### config.mk
export PLATFORM = sky130hd
export DESIGN_NAME = fc_seq_ctrl
export DESIGN_NICKNAME = d
export VERILOG_FILES = /design/src/rtl/fc_seq_ctrl.sv
export SDC_FILE = /design/constraint.sdc
export NUM_CORES = 1
export LEC_CHECK = 0
export ABC_AREA = 1
export BUFFER_PORTS_ARGS = -buffer_cell sky130_fd_sc_hd__buf_4
export CORE_UTILIZATION = 40
export CTS_BUF_LIST = sky130_fd_sc_hd__clkbuf_8
export DETAILED_ROUTE_END_ITERATION = 8
export PLACE_DENSITY_LB_ADDON = 0.08
export RECOVER_POWER = 50
export SLEW_MARGIN = 20
export SYNTH_ARGS = -nofsm -noshare
export SYNTH_HDL_FRONTEND = slang
export SYNTH_SLANG_ARGS = --single-unit
### constraint.sdc
create_clock -name clk -period 2.2 [get_ports clk]
set_input_delay 0.22 -clock clk [delete_from_list [all_inputs] [get_ports clk]]
set_output_delay 0.22 -clock clk [all_outputs]
set_load 0.02 [all_outputs]
### src/rtl/fc_seq_ctrl.sv
// Sequencer for one fully-connected layer: loads an N-sample input vector, then walks the
// weight ROM one row group at a time, driving the P-lane MAC datapath and streaming lane results out.
module fc_seq_ctrl #(
   parameter int M = 8,
   parameter int N = 10,
   parameter int T = 16,
   parameter int P = 1
) (
   input  logic                       clk,
   input  logic                       reset,
   input  logic                       input_valid,
   output logic                       input_ready,
   input  logic                       output_ready,
   output logic                       output_valid,
   output logic [$clog2(N)-1:0]       addr_x,
   output logic                       wr_en_x,
   output logic [$clog2(M*N/P)-1:0]   addr_w,
   output logic                       clear_acc,
   output logic                       en_acc,
   output logic [P-1:0]               f_sel,
   output logic [2:0]                 dbg_state
);

   localparam int XW = $clog2(N);
   localparam int AW = $clog2(M*N/P);
   localparam int G  = M / P;
   localparam int GW = (G > 1) ? $clog2(G) : 1;
   localparam int KW = (P > 1) ? $clog2(P) : 1;

   if (((M % P) != 0) || (T < 1)) begin : g_param_check
      $error("fc_seq_ctrl: M must be a multiple of P and T must be positive");
   end

   typedef enum logic [2:0] {
      S_LOAD  = 3'd0,
      S_CLEAR = 3'd1,
      S_MAC   = 3'd2,
      S_DRAIN = 3'd3,
      S_OUT   = 3'd4
   } state_t;

   state_t          r_state;
   state_t          w_state_nxt;
   logic [XW-1:0]   r_j;
   logic [XW-1:0]   w_j_nxt;
   logic [GW-1:0]   r_g;
   logic [GW-1:0]   w_g_nxt;
   logic [KW-1:0]   r_k;
   logic [KW-1:0]   w_k_nxt;
   logic            r_issue;
   logic [AW-1:0]   w_addr_w;
   logic            w_last_j;
   logic            w_last_g;
   logic            w_last_k;

   // Handshakes: a transfer happens on a rising edge where valid and ready are both high;
   // valid never waits on ready, and an offered output stays put until it is taken.
   assign w_last_j = (r_j == XW'(N - 1));
   assign w_last_g = (r_g == GW'(G - 1));
   assign w_last_k = (r_k == KW'(P - 1));
   assign w_addr_w = AW'(r_g) * AW'(N) + AW'(r_j);

   // ROM and input memory return data one cycle after the address, so en_acc trails issue by one.
   assign en_acc    = r_issue;
   assign f_sel     = P'(1) << r_k;
   assign dbg_state = r_state;

   always_ff @(posedge clk) begin
      if (reset) begin
         r_state <= S_LOAD;
         r_j     <= '0;
         r_g     <= '0;
         r_k     <= '0;
         r_issue <= 1'b0;
      end else begin
         r_state <= w_state_nxt;
         r_j     <= w_j_nxt;
         r_g     <= w_g_nxt;
         r_k     <= w_k_nxt;
         r_issue <= (r_state == S_MAC);
      end
   end

   always_comb begin
      w_state_nxt  = r_state;
      w_j_nxt      = r_j;
      w_g_nxt      = r_g;
      w_k_nxt      = r_k;
      input_ready  = 1'b0;
      wr_en_x      = 1'b0;
      clear_acc    = 1'b0;
      output_valid = 1'b0;
      addr_x       = '0;
      addr_w       = '0;
      case (r_state)
         S_LOAD: begin
            input_ready = 1'b1;
            addr_x      = r_j;
            wr_en_x     = input_valid;
            if (input_valid) begin
               if (w_last_j) begin
                  w_j_nxt     = '0;
                  w_g_nxt     = '0;
                  w_state_nxt = S_CLEAR;
               end else begin
                  w_j_nxt = r_j + 1'b1;
               end
            end
         end
         S_CLEAR: begin
            clear_acc   = 1'b1;
            w_state_nxt = S_MAC;
         end
         S_MAC: begin
            addr_x = r_j;
            addr_w = w_addr_w;
            if (w_last_j) begin
               w_j_nxt     = '0;
               w_state_nxt = S_DRAIN;
            end else begin
               w_j_nxt = r_j + 1'b1;
            end
         end
         S_DRAIN: begin
            w_k_nxt     = '0;
            w_state_nxt = S_OUT;
         end
         S_OUT: begin
            output_valid = 1'b1;
            if (output_ready) begin
               if (w_last_k) begin
                  w_k_nxt = '0;
                  if (w_last_g) begin
                     w_g_nxt     = '0;
                     w_state_nxt = S_LOAD;
                  end else begin
                     w_g_nxt     = r_g + 1'b1;
                     w_state_nxt = S_CLEAR;
                  end
               end else begin
                  w_k_nxt = r_k + 1'b1;
               end
            end
         end
         default: begin
            w_state_nxt = S_LOAD;
         end
      endcase
   end

endmodule

==> qor.yml, run 1 <==
place:
  hpwl_um: 1460
  dp_cells: 167
  preCtsSetupSlack_ns: 0.212
  port_buffers: 22
  placed_cell_area_sq_um: 1000
  place_congestion: 0.810
clock_tree:
  cts_buffers: 3
  cts.sinks: 11
  clk_latency_ns: 0.24
  cts_root_buf: "clkbuf_8"
  h-tree-depth: 1
  clkTransAtPathRegs_ns: 0.05
  holdBufCountCts: 0
  cts_buffer_depth: 2
  cts_tree: "yes"
grt:
  grt_first_pass_wirelength_um: 2870
  grt_pass1_vias: 682
  grt-ovfl-total: 0
  grt_max_degree: 10
  track_usage_pct: 18.6
  antenna_found_initial: 0
power_and_ir_drop:
  power.internal_mw: 0.339
  p_total_mw: 0.449
  p_leak_nw: 0.516
  seq_power_share_pct: 45.7
  p_switching_mw: 0.110
  p_sw_share_pct: 24.5
  p_comb_share_pct: 9.3
  peakVddDrop_uv: 440
  p_clk_share_pct: 45.0
  power.density_nw_per_um2: 421
floorplan:
  ios: 24
  die_area_sq_um: 2250
  coreArea_sq_um: 1940
  die_height_um: 47.4
  start_util_pct: 42.5
  rows: 16
  die_w_um: 47.4
routing:
  postRouteAntennaNets: 0
  dr_total_vias: 838
  drt_iter0_drc: 13
  drtPass1Iterations: 5
  drt-wirelength-per-cell_um: 11.2
  route.detailed.drc: 0
  routed_wl_um: 1920
  via_per_inst: 4.90
worst_setup_path:
  worstPathArrival_ns: 1.92
  crit_path_end_kind: "output port"
  path_class: "register to output port"
  crit_required_ns: 1.98
  cp-start-kind: "register"
  cp_max_fo: 5
sta:
  fin_crit_sh_pct: 97.4
  final-setup-viol-count: 0
  tightest_slew_ns: 0.678
  hold_viol_final: 0
  postLayoutSetupSlackWorst_ns: 0.0570
  relSlewSlack_pct: 54.3
  max_clock_freq_ghz: 0.467
  finalSetupTns_ns: 0
  fin_skew_ns: 0.00344
  finalMaxSlewViolations: 0
  period_needed_ns: 2.14
logic_synthesis:
  synth_seq_area_share_pct: 26.7
  ys_ff_latch: 11
  ys_types: 25
  syn_area_per_cell_sq_um: 6.87
  synth_area_leaders: "dfxtp_1 27%, ha_1 12%, nor2_1 9.6%"
  syn_area_sq_um: 825
  synth_cells: 120
  synth_top_area_share_pct: 26.7
  yosysWarnings: 0
  synth_nets: 133
  yosysTopAreaCell: "dfxtp_1"
worst_hold_path:
  hold_path_class: "input port to register"
layout:
  synthToLayoutAreaGrowth_pct: 29.1
  final_common_cell: "nor2_1"
  layout_common_cells: "22 x nor2_1, 18 x inv_1, 18 x buf_4"
  final_net_count: 158
  drive_gt1_share_pct: 25.0
  fin_area_sq_um: 1060
  diodes: 0
  instances_no_fill: 171
run_status:
  outcome: "finished clean"
flow_run:
  maxCapViolations: 0
==> registers in the layout, summed over array words and instances, names as in the netlist <==
register   cells
dbg_state      3
r_j            4
r_g            3
en_acc         1
==> Yosys cell counts, drive strengths merged <==
library cell  count
inv              18
xor2              1
nor3              4
or2               1
nand3            11
conb              1
o211ai            1
dfxtp            11
nor2             26
nand2            15
nand4             2
ha                8
o22ai             1
o21ai             5
a21oi            10
buf               2
nand3b            1
fa                1
o21a              1
==> per-stage QoR <==
stage | hold slack [ns] | util (%)
after floorplan | 0.282 | -
after global placement | 0.438 | 51.7
after detailed placement | 0.440 | 51.7
after CTS | 0.187 | 54.1
after global routing | 0.198 | 54.8
final | 0.191 | 54.8
==> final cells by class <==
type / instances / area (sq um)
Inverter: 18 / 67.6
Clock buffer: 3 / 41.3
Tap cell: 27 / 33.8
Multi-Input combinational cell: 89 / 539
Sequential cell: 11 / 229
Clock inverter: 1 / 3.75
Fill cell: 225 / 877
Timing Repair Buffer: 22 / 150
==> kinds of logic after synthesis <==
kind of cell / Yosys count / synth area share (%)
compound gates: 18 / 13.1
simple gates: 60 / 33.7
flops: 11 / 26.7
other cells: 1 / 0.455
fa+ha+maj: 9 / 14.6
xor+xnor: 1 / 1.06
buf+inv: 20 / 10.5
==> per-layer routing <==
| layer | vias up | wire length [um] | GRT usage [%] | share of wire, % |
|---|---|---|---|---|
| met3 | 4 | 72 | 3.46 | 3.8 |
| met5 | - | 0 | 0 | 0 |
| met1 | 379 | 908 | 23.9 | 47 |
| li1 | 438 | - | - | - |
| met4 | 0 | 27 | 8.57 | 1.4 |
| met2 | 17 | 906 | 29.9 | 47 |
==> power by group through the flow <==
stage	Clock (mW)	Sequential, mW	Combinational, mW
floorplan	0	0.210	0.0274
global placement	0	0.211	0.0426
detailed placement	0	0.211	0.0432
CTS	0.208	0.207	0.0433
global route	0.217	0.206	0.0462
finish	0.202	0.205	0.0415
==> final timing paths <==
path                     start   endpoint  slack, ns  depth (start not counted)
setup / recovery        r_g[0]  addr_w[6]       0.06                          9
hold / removal           reset     r_g[2]       0.19                          2
setup reg to reg  dbg_state[2]     r_j[1]       0.64                          4
hold reg to reg         r_g[2]     r_g[2]       0.53                          2
==> what timing repair did <==
action,CTS,global route
gates cloned,0,0
setup endpoints to repair,2,3
buffers inserted,0,0
pin swaps,0,2
gates resized for setup,2,10
==> critical path: stages (launching register included) <==
cell	delay [ns]
dfxtp_4	0.36
ha_2	0.18
ha_2	0.18
ha_4	0.27
nand2_1	0.06
or2_4	0.25
nand3_1	0.06
nand2_1	0.05
nor2_1	0.11
buf_4	0.15
No activity file was read; power rests on OpenSTA's default activity.
==> run 2: changes to the inputs <==
- CORE_MARGIN: unset -> 2
- GPL_TIMING_DRIVEN: unset -> 0
==> qor.yml, run 2 (same netlist as run 1, synthesis figures left out) <==
run_status:
  outcome: "finished clean"
routing:
  routed_wl_um: 1810
  via_per_inst: 4.74
  route.detailed.drc: 0
  drtPass1Iterations: 4
  drt-wirelength-per-cell_um: 10.5
  postRouteAntennaNets: 0
  dr_total_vias: 820
  drt_iter0_drc: 13
flow_run:
  maxCapViolations: 0
grt:
  antenna_found_initial: 0
  track_usage_pct: 16.3
  grt-ovfl-total: 0
  grt_first_pass_wirelength_um: 3150
  grt_pass1_vias: 729
  grt_max_degree: 9
sta:
  period_needed_ns: 2.10
  relSlewSlack_pct: 55.7
  finalMaxSlewViolations: 0
  tightest_slew_ns: 0.657
  fin_crit_sh_pct: 95.3
  final-setup-viol-count: 0
  hold_viol_final: 0
  fin_skew_ns: 0.00382
  max_clock_freq_ghz: 0.477
  finalSetupTns_ns: 0
layout:
  final_net_count: 160
  diodes: 0
  post-route-util_pct: 55.0
  layout_common_cells: "23 x nor2_1, 18 x inv_1, 18 x buf_4"
  instances_no_fill: 173
  final_common_cell: "nor2_1"
  largest_register: "r_j"
  largest_reg_flops: 4
  fin_area_sq_um: 1080
  drive_gt1_share_pct: 23.3
  synthToLayoutAreaGrowth_pct: 30.8
power_and_ir_drop:
  peakVddDrop_uv: 344
  power.density_nw_per_um2: 413
  p_comb_share_pct: 9.7
  seq_power_share_pct: 46.0
  p_leak_nw: 0.518
  p_total_mw: 0.445
  p_switching_mw: 0.106
  p_clk_share_pct: 44.3
  power.internal_mw: 0.339
  p_sw_share_pct: 23.8
floorplan:
  die_height_um: 49.4
  coreArea_sq_um: 1960
  ios: 24
  die_area_sq_um: 2440
  die_w_um: 49.4
  start_util_pct: 42.0
  rows: 16
clock_tree:
  cts_buffer_depth: 2
  cts_root_buf: "clkbuf_8"
  h-tree-depth: 1
  clkTransAtPathRegs_ns: 0.05
  cts.sinks: 11
  postCtsSetupRepairBufs: 0
  clk_latency_ns: 0.24
  cts_buffers: 3
  cts_tree: "yes"
worst_setup_path:
  regToRegSetupSlack_ns: 0.60
  rr_worst_depth: 5
  worstPathArrival_ns: 1.88
  path_class: "register to output port"
  path_buf_inv: 1
  crit_family: "adder cells"
  slowest_stage: "dfxtp_4"
  crit_required_ns: 1.98
  crit_end: "addr_w[6]"
  crit_path_end_kind: "output port"
  crit_cells: 9
  cp_max_fo: 5
  timing.rr.end: "r_j[1]"
  critical_path.max_stage_delay_ns: 0.36
  r2r_start: "dbg_state[2]"
  cp-start-kind: "register"
  crit_chain: "ha_2 -> ha_4 -> ha_4 -> nand2_1 -> or2_4 -> nand3_1 -> nand2_1 -> nor2_1 -> buf_4"
  critical_path.startpoint: "r_g[0]"
place:
  port_buffers: 22
  hpwl_um: 1410
  place_congestion: 0.834
  dp_cells: 169
  placed_cell_area_sq_um: 1020
worst_hold_path:
  hold_path_class: "input port to register"
[run 2: cell types whose count changed in the layout (fill, tap and decap cells not counted), sizes merged]
cell	previous run	this run
clkbuf	7	9
[run 2: area by class of cell]
type / count / area [sq um]
timing repair buffer: 22 / 146
inverter: 18 / 67.6
tap: 27 / 33.8
clock buffer: 3 / 41.3
buffer: 2 / 11.3
clock inverter: 1 / 3.75
multi-input combinational: 89 / 547
sequential: 11 / 228
fill: 222 / 883
[run 2: per-stage QoR]
stage / setup WS, ns / hold slack [ns]
final: 0.104 / 0.204
after global placement: 0.241 / 0.452
after floorplan: 0.241 / 0.282
after detailed placement: 0.213 / 0.456
after global routing: -0.00241 / 0.201
after CTS: 0.0186 / 0.198
[run 2: how the worst min path moves through the flow]
stage / start / end / slack (ns) / depth (start not counted)
2_1_floorplan: reset / r_g[2] / 0.28 / 1
3_3_place_gp: reset / r_g[2] / 0.45 / 2
3_5_place_dp: reset / r_g[2] / 0.46 / 2
4_1_cts: reset / r_g[2] / 0.20 / 2
5_1_grt: reset / r_g[2] / 0.20 / 2
6_report: reset / r_g[2] / 0.20 / 2
[run 2: per-layer routing]
metal	part of all wire, %	GRT usage, %
met2	47	26.1
met5	0	0
met4	0.61	2.78
met3	4.6	5.52
met1	48	21.6
[run 2: power by group through the flow]
stage / combinational, mW / clock (mW) / sequential, mW
after detailed placement: 0.0439 / 0 / 0.211
after CTS: 0.0442 / 0.206 / 0.207
after floorplan: 0.0274 / 0 / 0.210
after global routing: 0.0481 / 0.214 / 0.205
final: 0.0432 / 0.197 / 0.205
after global placement: 0.0441 / 0 / 0.211
[run 2: timing repair]
item | in CTS | in global routing
pin swaps | 0 | 1
resized for setup | 4 | 7
hold buffers | 0 | 0
cloned | 0 | 0
endpoints found under the setup margin | 1 | 2
